File: config.mk
export PLATFORM = sky130hd
export DESIGN_NAME = blinky_sim_top
export DESIGN_NICKNAME = d
export VERILOG_FILES = /design/src/rtl/blinky_sim_top.sv
export SDC_FILE = /design/constraint.sdc
export NUM_CORES = 1
export LEC_CHECK = 0
export BUFFER_PORTS_ARGS = -buffer_cell sky130_fd_sc_hd__buf_4
export CAP_MARGIN = 25
export CORE_AREA = 2 2 39 41
export DETAILED_ROUTE_END_ITERATION = 10
export DIE_AREA = 0 0 41 43
export PLACE_DENSITY = 0.56
export SLEW_MARGIN = 20
export SYNTH_ARGS = -nofsm -noshare
export SYNTH_HDL_FRONTEND = slang
export SYNTH_SLANG_ARGS = --single-unit
File: constraint.sdc
create_clock -name clk_i -period 2.1 [get_ports clk_i]
set_input_delay 0.105 -clock clk_i [delete_from_list [all_inputs] [get_ports clk_i]]
set_output_delay 0.105 -clock clk_i [all_outputs]
set_load 0.05 [all_outputs]
File: src/rtl/blinky_sim_top.sv
// Free-running LED blinker: a two-state ON/OFF FSM whose phase lengths are
// derived from the clock frequency and the requested on/off times.
module blinky_sim_top #(
  parameter int unsigned ClockFrequencyHz = 200,
  parameter int unsigned OnTimeMs         = 500,
  parameter int unsigned OffTimeMs        = 500
) (
  input  logic clk_i,
  input  logic rst_i,
  output logic led_o
);

  // Products are formed in 64 bits so large frequencies cannot overflow
  // before the truncating divide; a zero-length phase is clamped to one cycle.
  localparam longint unsigned OnRaw     = (64'(ClockFrequencyHz) * 64'(OnTimeMs)) / 64'd1000;
  localparam longint unsigned OffRaw    = (64'(ClockFrequencyHz) * 64'(OffTimeMs)) / 64'd1000;
  localparam longint unsigned OnCycles  = (OnRaw == 64'd0) ? 64'd1 : OnRaw;
  localparam longint unsigned OffCycles = (OffRaw == 64'd0) ? 64'd1 : OffRaw;
  localparam longint unsigned MaxCycles = (OnCycles > OffCycles) ? OnCycles : OffCycles;
  localparam int              CntW      = $clog2(MaxCycles + 64'd1);

  localparam logic [CntW-1:0] OnLast  = CntW'(OnCycles - 64'd1);
  localparam logic [CntW-1:0] OffLast = CntW'(OffCycles - 64'd1);

  if (ClockFrequencyHz == 0) begin : g_bad_clock
    $error("blinky_sim_top: ClockFrequencyHz must be >= 1");
  end

  typedef enum logic {
    OFF = 1'b0,
    ON  = 1'b1
  } state_t;

  state_t          state;
  logic [CntW-1:0] cnt;

  // led_o is a flop of its own rather than a decode of state, so the pin
  // never sees combinational glitches.
  // NOTE: sequential state uses non-blocking (<=) so every flop samples the
  // pre-edge values; blocking here would create order-dependent behaviour.
  always_ff @(posedge clk_i or posedge rst_i) begin
    if (rst_i) begin
      state <= OFF;
      cnt   <= '0;
      led_o <= 1'b0;
    end else begin
      unique case (state)
        OFF: begin
          if (cnt == OffLast) begin
            cnt   <= '0;
            state <= ON;
            led_o <= 1'b1;
          end else begin
            cnt <= cnt + CntW'(1);
          end
        end
        ON: begin
          if (cnt == OnLast) begin
            cnt   <= '0;
            state <= OFF;
            led_o <= 1'b0;
          end else begin
            cnt <= cnt + CntW'(1);
          end
        end
      endcase
    end
  end

endmodule

* Word level (Yosys, flattened, before mapping) *
Cells that the tools add are included.

storage, ports and cells
  register bits after elaboration = 9
  input port bits = 2
  output and inout bits = 1

operators by class
  add/sub/neg operators = 1
  eq/ne operators = 3
  muxes and demuxes = 7
  bitwise operators = 1
  reductions and logical operators = 1

operator list
  operator             number
  $add 7x1->7 const B  1
  $eq 7x7->1 const B   1
  $mux 7               1
  $mux 1               4
  $pmux 1 s2           2
  $ne 2x1->1 const B   1
  $ne 2x2->1 const B   1
  $reduce_and 2->1     1
  $not 1->1            1

* Depth between registers and ports, before layout *
Gate-level depths: netlist of the first run.

  depth in word-level cells = 3
  depth in mapped cells = 8
  mapped depth without buffers = 8

* Worst setup path before layout of the first run *
Ideal clock, no wire load.

  kind = register -> register
  start = register cnt[0]
  end = register led_o
  arrival = 1.669 ns
  setup slack = 0.353 ns
  stages on the path, launching flop included = 9
  buffers on the path = 0
  clock period less this slack = 1.747 ns
  path through = dfrtp_1 ha_1 or2b_2 nor4_4 inv_1 ha_1 nor2_1 nor2_1 a21oi_1

on the way
  word-level cells in the longest chain between the ends = 3

RTL lines
  item                                                       RTL line  RTL
  from (decl)                                                35        logic [CntW-1:0] cnt;
  from (signal assigned)                                     54        cnt <= cnt + CntW'(1);
  from (signal assigned)                                     63        cnt <= cnt + CntW'(1);
  $eq 7x7->1 *                                               49, 58
  $ne 2x2->1 (no source line) or $ne 2x1->1 (tied branches)  --
  $reduce_and 2->1 (no source line) *                        --
  to (signal assigned)                                       45        led_o <= 1'b0;
  to (signal assigned)                                       52        led_o <= 1'b1;
  to (signal assigned)                                       61        led_o <= 1'b0;
  to (decl)                                                  10        output logic led_o

Mark *: on every way between the ends. The rest lies on a longest branch, timed or not.
A chain may end at the register's enable or synchronous reset.

* Worst setup path in the final report of the first run *
Same ends and word-level chain as after synthesis.

==> results of run 1 <==
## layer usage
metal	wire [µm]	up-vias
met5	0	-
met4	40	0
met3	10	5
met2	284	6
met1	296	135
li1	-	147
## metrics by stage
| step | utilization (%) | std cells | setup slack [ps] | cell area (µm²) | total power, W |
|---|---|---|---|---|---|
| floorplan | - | 40 | 353 | 442 | 0.000179 |
| global placement | 34.1 | 57 | 219 | 472 | 0.000182 |
| detailed placement | 34.1 | 57 | 219 | 472 | 0.000182 |
| CTS | 36.7 | 62 | 203 | 508 | 0.000319 |
| global route | 36.7 | 62 | 50.9 | 508 | 0.000330 |
| finish | 36.7 | 62 | 222 | 508 | 0.000313 |
## state kept, by name, summed over array words and instances (netlist names)
name / cells
state: 1
led_o: 1
cnt: 7
## logic make-up (layout without fill, tap and decap cells)
kind of cell | count (synthesis) | after routing
AO/OA/AOI/OAI | 5 | 5
buffers and inverters | 4 | 10
flip-flops | 9 | 9
adder cells (fa/ha/maj) | 3 | 3
multiplexers | 1 | 1
XOR/XNOR | 2 | 2
AND/OR/NAND/NOR | 16 | 16
## layout by cell type, fill, tap and decap left out, drive strengths merged
| cell type | netlist | final |
|---|---|---|
| nand4bb | 1 | 1 |
| xnor2 | 2 | 2 |
| dfrtp | 9 | 9 |
| or3 | 1 | 1 |
| nand4 | 1 | 1 |
| nand3 | 2 | 2 |
| mux2i | 1 | 1 |
| nor4 | 1 | 1 |
| inv | 3 | 3 |
| dlygate4sd3 | 0 | 1 |
| o21ai | 2 | 2 |
| or2b | 2 | 2 |
| nor3 | 1 | 1 |
| clkbuf | 0 | 4 |
| ha | 3 | 3 |
| nor2 | 4 | 4 |
| nand2 | 3 | 3 |
| buf | 1 | 2 |
| a21oi | 3 | 3 |
## power by group through the flow
| stage | registers [W] | logic (W) | clock network [W] |
|---|---|---|---|
| finish | 0.000173 | 0.00000627 | 0.000133 |
| global route | 0.000173 | 0.00000784 | 0.000149 |
| CTS | 0.000173 | 0.00000662 | 0.000139 |
| detailed placement | 0.000177 | 0.00000515 | 0 |
| global placement | 0.000177 | 0.00000512 | 0 |
| floorplan | 0.000177 | 0.00000269 | 0 |
## layout make-up
cell class	instances	area, µm²
multi-input cells	27	200
inverters	3	11.3
clock buffers	4	26.3
repair buffers	3	25.0
well taps	16	20.0
flip-flops and latches	9	225
fillers	147	876
## worst paths after layout
| check | start | to | cells after the start |
|---|---|---|---|
| worst max-delay path | cnt[0]$_DFF_PP0_ | led_o$_DFFE_PP0P_ | 8 |
| worst min-delay path | rst_i | cnt[4]$_DFF_PP0_ | 3 |
| worst max register to register | cnt[0]$_DFF_PP0_ | led_o$_DFFE_PP0P_ | 8 |
| worst min register to register | state$_DFF_PP0_ | led_o$_DFFE_PP0P_ | 1 |
| max in group asynchronous | rst_i | cnt[0]$_DFF_PP0_ | 3 |
| min in group clk_i | state$_DFF_PP0_ | led_o$_DFFE_PP0P_ | 1 |
## worst min-delay path: stages
cell	delay (ps)
dlygate4sd3_1	530
buf_4	130
inv_1	270
## what timing repair did
action / 4_1_cts / 5_1_grt
setup buffers: 0 / 0
hold buffers: 1 / 0
endpoints found under the hold margin: 9 / 0
==> results.json, run 1 <==
{
  "status": "finished, final reports clean",
  "grt_use_total_pct": 10.0,
  "routedWlPerCell_um": 10.2,
  "synth-edff-count": 0,
  "yosys.area_share.adder_pct": 8.50,
  "grt_pass1_vias": 296,
  "slowest_delay_ps": 380,
  "cp-end-kind": "flip-flop",
  "port_buffers": 2,
  "dp_hpwl_um": 474,
  "combPwrFrac_pct": 2.0,
  "min_period_ps": 1880,
  "ant_nets": 0,
  "post-route-drc-count": 0,
  "synthFlopType": "dfrtp_1",
  "use_met3_pct": 1.57,
  "tns_ps": 0,
  "drv_cap": 0,
  "dieArea_um2": 1760,
  "io_pins": 3,
  "holdWs_ps": 367,
  "maxSlewHeadroom_pct": 76.3,
  "cts_tree": "yes",
  "syn_area_per_cell_um2": 11.0,
  "gr-max-usage-layer": "met2",
  "power.switching_w": 0.0000640,
  "area_delta_synth_final_pct": 15.0,
  "synthTopCellsByCount": "dfrtp_1 (9), nor2_1 (4), a21oi_1 (3), ha_1 (3), inv_1 (3)",
  "synth_cell_types": 20,
  "diodes": 0,
  "grt_pass1_wl_mm": 1.12,
  "gp_congestion": 0.645,
  "finalSetupViolations": 0,
  "async_flop_share_pct": 100,
  "muxShareOfSynthArea_pct": 2.27,
  "worstPathArrival_ps": 2070,
  "crit_family": "simple AND/OR/NAND/NOR gates",
  "drive_gt1_share_pct": 19.6,
  "worst_pin_slew_ps": 356,
  "clock_skew_ps": 2.16,
  "synth_area_leader_cell": "dfrtp_1",
  "start_util_pct": 31.9,
  "clock_latency_ps": 260,
  "critical_path_class": "reg2reg",
  "antenna_found_initial": 0,
  "path_cells": "ha_1, or2b_2, nor4_4, inv_1, ha_1, nor2_1, nor2_1, a21oi_1",
  "p_int_w": 0.000249,
  "avgViaCountPerCell": 4.73,
  "finalHoldViolations": 0,
  "syn_area_um2": 442,
  "fin_crit_sh_pct": 89.4,
  "clkPwrFrac_pct": 42.6,
  "drt_iter0_drc": 0,
  "core.rowCount": 14,
  "peakVddDrop_mv": 0.204,
  "p_sw_share_pct": 20.4,
  "met1_usage_pct": 11.5,
  "power_density_nw_per_um2": 616,
  "vias": 293,
  "fmax_mhz": 532,
  "synth_most_common_cell": "dfrtp_1",
  "ys_warn_count": 0,
  "seqPwrFrac_pct": 55.4,
  "drt_first_pass_iters": 1,
  "synth_compound_area_share_pct": 5.67,
  "design.core.area_um2": 1380,
  "synth_seq_area_share_pct": 51.0,
  "finalNetCount": 52,
  "maxSlewViolCount": 0,
  "wl_um": 631,
  "path_clk_slew_ps": 60,
  "cp_slowest_cell": "dfrtp_1",
  "ys_seq_elements": 9,
  "grt_overflow": 0,
  "cp_num_buf_inv": 1,
  "clk_path_buf_depth": 2,
  "grt_use_met2_pct": 13.4,
  "synth_nets": 45,
  "grt_max_degree": 10,
  "worstPathMaxFanout": 5,
  "rsz0062_at_grt": "no",
  "yosys.area_share.simple_pct": 24.9,
  "rrSetupSlack_ps": 220,
  "post-synth-top-area-fraction_pct": 51.0,
  "numCtsBuffers": 3,
  "cp_data_required_time_ps": 2290,
  "cts_max_level": 1,
  "fp.dieW_um": 41,
  "synth_top_family_by_area": "simple AND/OR/NAND/NOR gates",
  "yosys-top-cells-area": "dfrtp_1 (51%), ha_1 (8.5%), nor4_4 (4.8%)",
  "synth_xor_xnor_area_share_pct": 3.97,
  "die_y_um": 43,
  "clock_sinks": 9,
  "cts.repair.resized": 0,
  "hold_path_class": "in2async",
  "p_leak_nw": 0.203,
  "cts_root_buf": "clkbuf_4",
  "critPathLaunchType": "flip-flop",
  "synthCells": 40
}
(Power assumes the default switching activity.)
==> inputs of run 2 (changes only) <==
ABC_AREA = 1   (was unset)
BUFFER_PORTS_ARGS = -buffer_cell sky130_fd_sc_hd__clkbuf_2   (was -buffer_cell sky130_fd_sc_hd__buf_4)
PLACE_DENSITY = 0.55   (was 0.56)
==> run 2 against run 1 <==
Clock power hardly changed. Design area is 2.0% lower. Die area stayed put. Clock-buffer cell count stayed put. Global-route usage is 0.41 points higher. Via count is 2.7% higher. Register-to-register slack better by 380 ps. Worst hold slack worse by 31 ps. Non-clock buffer count stayed put.
==> results.json, run 2 <==
{
  "status": "finished, final reports clean",
  "wl_um": 678,
  "critPathLaunchType": "flip-flop",
  "critical_path_class": "reg2reg",
  "synth_seq_area_share_pct": 52.2,
  "cts_tree": "yes",
  "power_density_nw_per_um2": 627,
  "drv_cap": 0,
  "tns_ps": 0,
  "fp.dieW_um": 41,
  "synthTopCellsByCount": "nor2_1 (10), dfrtp_1 (9), inv_1 (6), nand2_1 (6)",
  "slowest_delay_ps": 370,
  "synth_area_leader_cell": "dfrtp_1",
  "crit_path_end": "led_o$_DFFE_PP0P_",
  "grt_use_total_pct": 10.4,
  "path_clk_slew_ps": 70,
  "synthCells": 48,
  "maxSlewHeadroom_pct": 75.6,
  "drive_gt1_share_pct": 21.8,
  "grt_pass1_wl_mm": 1.16,
  "dieArea_um2": 1760,
  "path_depth": 8,
  "fin_crit_sh_pct": 71.5,
  "synth_nets": 53,
  "combPwrFrac_pct": 1.9,
  "syn_area_per_cell_um2": 8.99,
  "avgViaCountPerCell": 4.24,
  "async_flop_share_pct": 100,
  "fmax_mhz": 666,
  "yosys-top-cells-area": "dfrtp_1 (52%), ha_1 (8.7%), nor2_1 (8.7%)",
  "grt_max_degree": 10,
  "vias": 301,
  "worstPathArrival_ps": 1690,
  "regMostFlops": "cnt",
  "antenna_found_initial": 0,
  "crit_family": "adder cells",
  "synth-edff-count": 0,
  "synth_cell_types": 14,
  "clock_latency_ps": 260,
  "hold_path_class": "in2async",
  "largest_register_ffs": 7,
  "synth_most_common_cell": "nor2_1",
  "grt_overflow": 0,
  "ff2ff_path_depth": 8,
  "synthFlopType": "dfrtp_1",
  "rsz0062_at_grt": "no",
  "stdcell_count": 71,
  "cts_root_buf": "clkbuf_4",
  "area_delta_synth_final_pct": 15.4,
  "diodes": 0,
  "cp_data_required_time_ps": 2290,
  "maxSlewViolCount": 0,
  "worstPathMaxFanout": 4,
  "min_period_ps": 1500,
  "gp_congestion": 0.648,
  "start_util_pct": 31.2,
  "finalHoldViolations": 0,
  "die_y_um": 43,
  "reg2reg_to": "led_o$_DFFE_PP0P_",
  "peakVddDrop_mv": 0.230,
  "p_leak_nw": 0.250,
  "clock_sinks": 9,
  "core.rowCount": 14,
  "design_area_um2": 498,
  "largestRegisters": "cnt: 7 flops, led_o: 1 flops, state: 1 flops",
  "design.core.area_um2": 1380,
  "ys_warn_count": 0,
  "port_buffers": 2,
  "layout_common_cells": "nor2_1 (10), dfrtp_1 (9), nand2_1 (6), inv_1 (6)",
  "power.switching_w": 0.0000640,
  "reg2reg_from": "cnt[0]$_DFF_PP0_",
  "post-synth-top-area-fraction_pct": 52.2,
  "dp_hpwl_um": 514,
  "cp-end-kind": "flip-flop",
  "ys_seq_elements": 9,
  "rrSetupSlack_ps": 600,
  "seqPwrFrac_pct": 55.5,
  "finalSetupViolations": 0,
  "ant_nets": 0,
  "drt_iter0_drc": 1,
  "cts_max_level": 1,
  "cp_num_buf_inv": 1,
  "p_int_w": 0.000248,
  "worst_pin_slew_ps": 366,
  "p_sw_share_pct": 20.5,
  "routedWlPerCell_um": 9.55,
  "clock_skew_ps": 8.43,
  "drt_first_pass_iters": 2,
  "syn_area_um2": 432,
  "clkPwrFrac_pct": 42.6,
  "grt_pass1_vias": 294,
  "path_cells": "ha_1, inv_2, nor2_2, nand4_2, ha_1, nor2_1, nor2_1, a21oi_1",
  "placed_area_um2": 462,
  "numCtsBuffers": 3,
  "finalNetCount": 61,
  "layout_commonest_cell": "nor2_1",
  "io_pins": 3,
  "cp_slowest_cell": "dfrtp_1",
  "clk_path_buf_depth": 2,
  "startpoint": "cnt[0]$_DFF_PP0_",
  "placed_cells": 66,
  "post-route-drc-count": 0
}
-- run 2: per-layer routing --
metal	GRT usage, %	vias to the layer above	part of all wire [%]	wire [µm]
met1	12.5	135	51	347
met4	10.0	0	1.8	12
met5	0	-	0	0
li1	-	162	-	-
met2	13.8	2	45	306
met3	3.14	2	1.6	11
-- run 2: area by class of cell --
| type | instances | area, µm² |
|---|---|---|
| clock buffer | 4 | 26.3 |
| tap | 16 | 20.0 |
| multi-input combinational | 31 | 176 |
| sequential | 9 | 225 |
| timing repair buffer | 3 | 20.0 |
| inverter | 8 | 30.0 |
| fill | 149 | 886 |
-- run 2: logic make-up (layout without fill, tap and decap cells) --
family                   after synthesis  in the layout  synth area share (%)
flip-flops                             9              9                  52.2
AO/OA/AOI/OAI                          4              4                  5.22
AND/OR/NAND/NOR                       23             23                  24.9
XOR/XNOR                               1              1                  2.03
adder cells (fa/ha/maj)                3              3                  8.70
buffers and inverters                  8             15                  6.96
-- run 2: worst min-delay path, delay by kind of cell --
family | cells | cell delay [ps]
buf+inv | 3 | 900
-- run 2: power groups by stage --
stage / sequential (W) / clock, W / combinational (W)
after floorplan: 0.000177 / 0 / 0.00000269
after global placement: 0.000177 / 0 / 0.00000463
after detailed placement: 0.000177 / 0 / 0.00000471
after CTS: 0.000173 / 0.000138 / 0.00000616
after global routing: 0.000173 / 0.000154 / 0.00000701
final: 0.000173 / 0.000133 / 0.00000581
-- run 2: worst min path at each step --
stage	endpoint	slack (ps)	depth (start not counted)
2_1_floorplan	cnt[0]$_DFF_PP0_	-70	1
3_3_place_gp	cnt[0]$_DFF_PP0_	70	2
3_5_place_dp	cnt[0]$_DFF_PP0_	70	2
4_1_cts	state$_DFF_PP0_	350	3
5_1_grt	cnt[4]$_DFF_PP0_	380	3
6_report	led_o$_DFFE_PP0P_	340	3
-- run 2: per-stage QoR --
step	utilization (%)	power [W]	hold slack, ps	worst slack (ps)
after floorplan	-	0.000179	-67.1	719
after global placement	33.4	0.000181	70.1	626
after detailed placement	33.4	0.000181	74.5	581
after CTS	36.0	0.000317	350	559
after global routing	36.0	0.000334	377	440
final	36.0	0.000312	336	598
-- run 2: timing repair --
item / 4_1_cts / 5_1_grt
buffers inserted: 0 / 0
hold endpoints to repair: 9 / 0
resized for setup: 0 / 0
hold buffers: 1 / 0
==> inputs of run 3 (changes only) <==
clock period = 1.5 ns   (was 2.1 ns; I/O delays follow)
==> run 3 against run 2 <==
Global-route usage grew 0.96 points. Sequential cell count is the same. Clock skew shrank 7.0 ps. Worst setup slack lost 470 ps. Clock-buffer cell count is the same. Total power grew 39%. First-iteration DRC count grew to 8.0 times the previous value. Maximum frequency grew 9.7%. Combinational power grew 39%. Critical path depth is the same. Design area grew 7.0%. Sequential share of layout area shrank 3.0 points. Critical path type unchanged.
==> results.json, run 3 (synthesis gave the netlist of run 2 again) <==
{
  "avgViaCountPerCell": 4.28,
  "start_util_pct": 31.2,
  "min_period_ps": 1370,
  "top_layer_used": "met4",
  "antenna_found_initial": 0,
  "largestRegisters": "cnt: 7 flops, led_o: 1 flops, state: 1 flops",
  "worst_pin_slew_ps": 345,
  "grt_pass1_wl_mm": 1.18,
  "fp.dieW_um": 41,
  "status": "finished, final reports clean",
  "post-route-drc-count": 0,
  "placed_area_um2": 477,
  "fin_crit_sh_pct": 91.3,
  "cts_max_level": 1,
  "route.met2.wl_um": 349,
  "wl_um": 706,
  "io_pins": 3,
  "clock_skew_ps": 1.42,
  "cts_root_buf": "clkbuf_4",
  "area_delta_synth_final_pct": 23.5,
  "routedWlPerCell_um": 9.54,
  "regMostFlops": "cnt",
  "design.core.area_um2": 1380,
  "clk_path_buf_depth": 2,
  "core.rowCount": 14,
  "worstPathArrival_ps": 1550,
  "fin_ws_ps": 131,
  "path_clk_slew_ps": 60,
  "die_y_um": 43,
  "finalHoldViolations": 0,
  "design_area_um2": 533,
  "cp_data_required_time_ps": 1690,
  "grt_overflow": 0,
  "maxSlewViolCount": 0,
  "ant_nets": 0,
  "cp-end-kind": "flip-flop",
  "critical_path_class": "reg2reg",
  "diodes": 0,
  "power_density_nw_per_um2": 816,
  "clock_sinks": 9,
  "numCtsBuffers": 3,
  "fmax_mhz": 730,
  "power_w": 0.000435,
  "port_buffers": 2,
  "grt_use_total_pct": 11.4,
  "gp_congestion": 0.704,
  "hold_path_class": "in2async",
  "p_leak_nw": 0.261,
  "drt_first_pass_iters": 2,
  "clock_latency_ps": 260,
  "maxSlewHeadroom_pct": 77.0,
  "peakVddDrop_mv": 0.315,
  "drv_cap": 0,
  "slowest_delay_ps": 370,
  "dieArea_um2": 1760,
  "largest_register_ffs": 7,
  "worstPathMaxFanout": 3,
  "drt_iter0_drc": 8,
  "tns_ps": 0,
  "grt_max_degree": 10,
  "cp_slowest_cell": "dfrtp_1",
  "critPathLaunchType": "flip-flop",
  "dr_wl_met3_um": 14,
  "grt_pass1_vias": 276,
  "drive_gt1_share_pct": 31.0,
  "dp_hpwl_um": 496,
  "cts_tree": "yes",
  "finalNetCount": 64,
  "finalSetupViolations": 0,
  "path_cells": "ha_2, inv_2, nor2_2, nand4_2, ha_1, nor2_4, nor2_1, a21oi_1",
  "layout_common_cells": "nor2_1 (9), dfrtp_1 (9), nand2_1 (6), inv_1 (6)",
  "fillCellCount": 149,
  "vias": 317,
  "pre_cts_slack_ps": 95.3,
  "wl_met1_um": 322
}
==> run 3: cell count changes in the layout (fill, tap and decap cells not counted) <==
cell,change
ha_2,+2
nor2_4,+1
ha_1,-2
buf_4,+3
nor2_1,-1
==> run 3: path summary, 6_finish.rpt <==
| path | startpoint | to | slack [ps] | depth (start not counted) |
|---|---|---|---|---|
| worst max-delay path | cnt[0]$_DFF_PP0_ | led_o$_DFFE_PP0P_ | 130 | 8 |
| worst min register to register | state$_DFF_PP0_ | led_o$_DFFE_PP0P_ | 470 | 1 |
| max in group asynchronous | rst_i | cnt[6]$_DFF_PP0_ | 930 | 3 |
| worst min-delay path | rst_i | state$_DFF_PP0_ | 320 | 3 |
| min in group clk_i | state$_DFF_PP0_ | led_o$_DFFE_PP0P_ | 470 | 1 |
| worst max register to register | cnt[0]$_DFF_PP0_ | led_o$_DFFE_PP0P_ | 130 | 8 |
==> run 3: per-stage QoR <==
step                std cells  hold WS [ps]  util (%)
finish                     74           320      38.5
global route               74           364      38.5
CTS                        73           312      37.1
detailed placement         68          36.0      34.4
global placement           68          44.0      34.4
floorplan                  48         -97.1         -
==> run 3: area by class of cell <==
class	instances	area [µm²]	area share, %
repair buffers	6	42.5	7.98
inverters	8	30.0	5.63
multi-input cells	31	189	35.4
flip-flops and latches	9	225	42.3
clock buffers	4	26.3	4.93
well taps	16	20.0	3.76
==> run 3: per-layer routing <==
layer | global-route usage [%] | vias up
li1 | - | 166
met1 | 14.3 | 147
met2 | 12.2 | 2
met3 | 6.28 | 2
met4 | 12.0 | 0
met5 | 0 | -
==> run 3: timing repair <==
action / in CTS / in global routing
hold buffers: 1 / 0
setup buffers: 0 / 1
setup endpoints to repair: 0 / 1
gates resized for setup: 0 / 4
endpoints found under the hold margin: 9 / 0
==> run 3: report_power, final <==
group	switching, W	internal [W]
registers	0	0.000243
logic	0.00000529	0.00000279
clock network	0.0000816	0.000102
total	0.0000869	0.000348
==> run 3: critical path, delay by kind of cell (launching register included) <==
kind | cells | cell delay, ps
adders and majority gates | 2 | 430
buffers and inverters | 1 | 40
DFF | 1 | 370
AOI/OAI and AO/OA | 1 | 100
and+or+nand+nor | 4 | 360
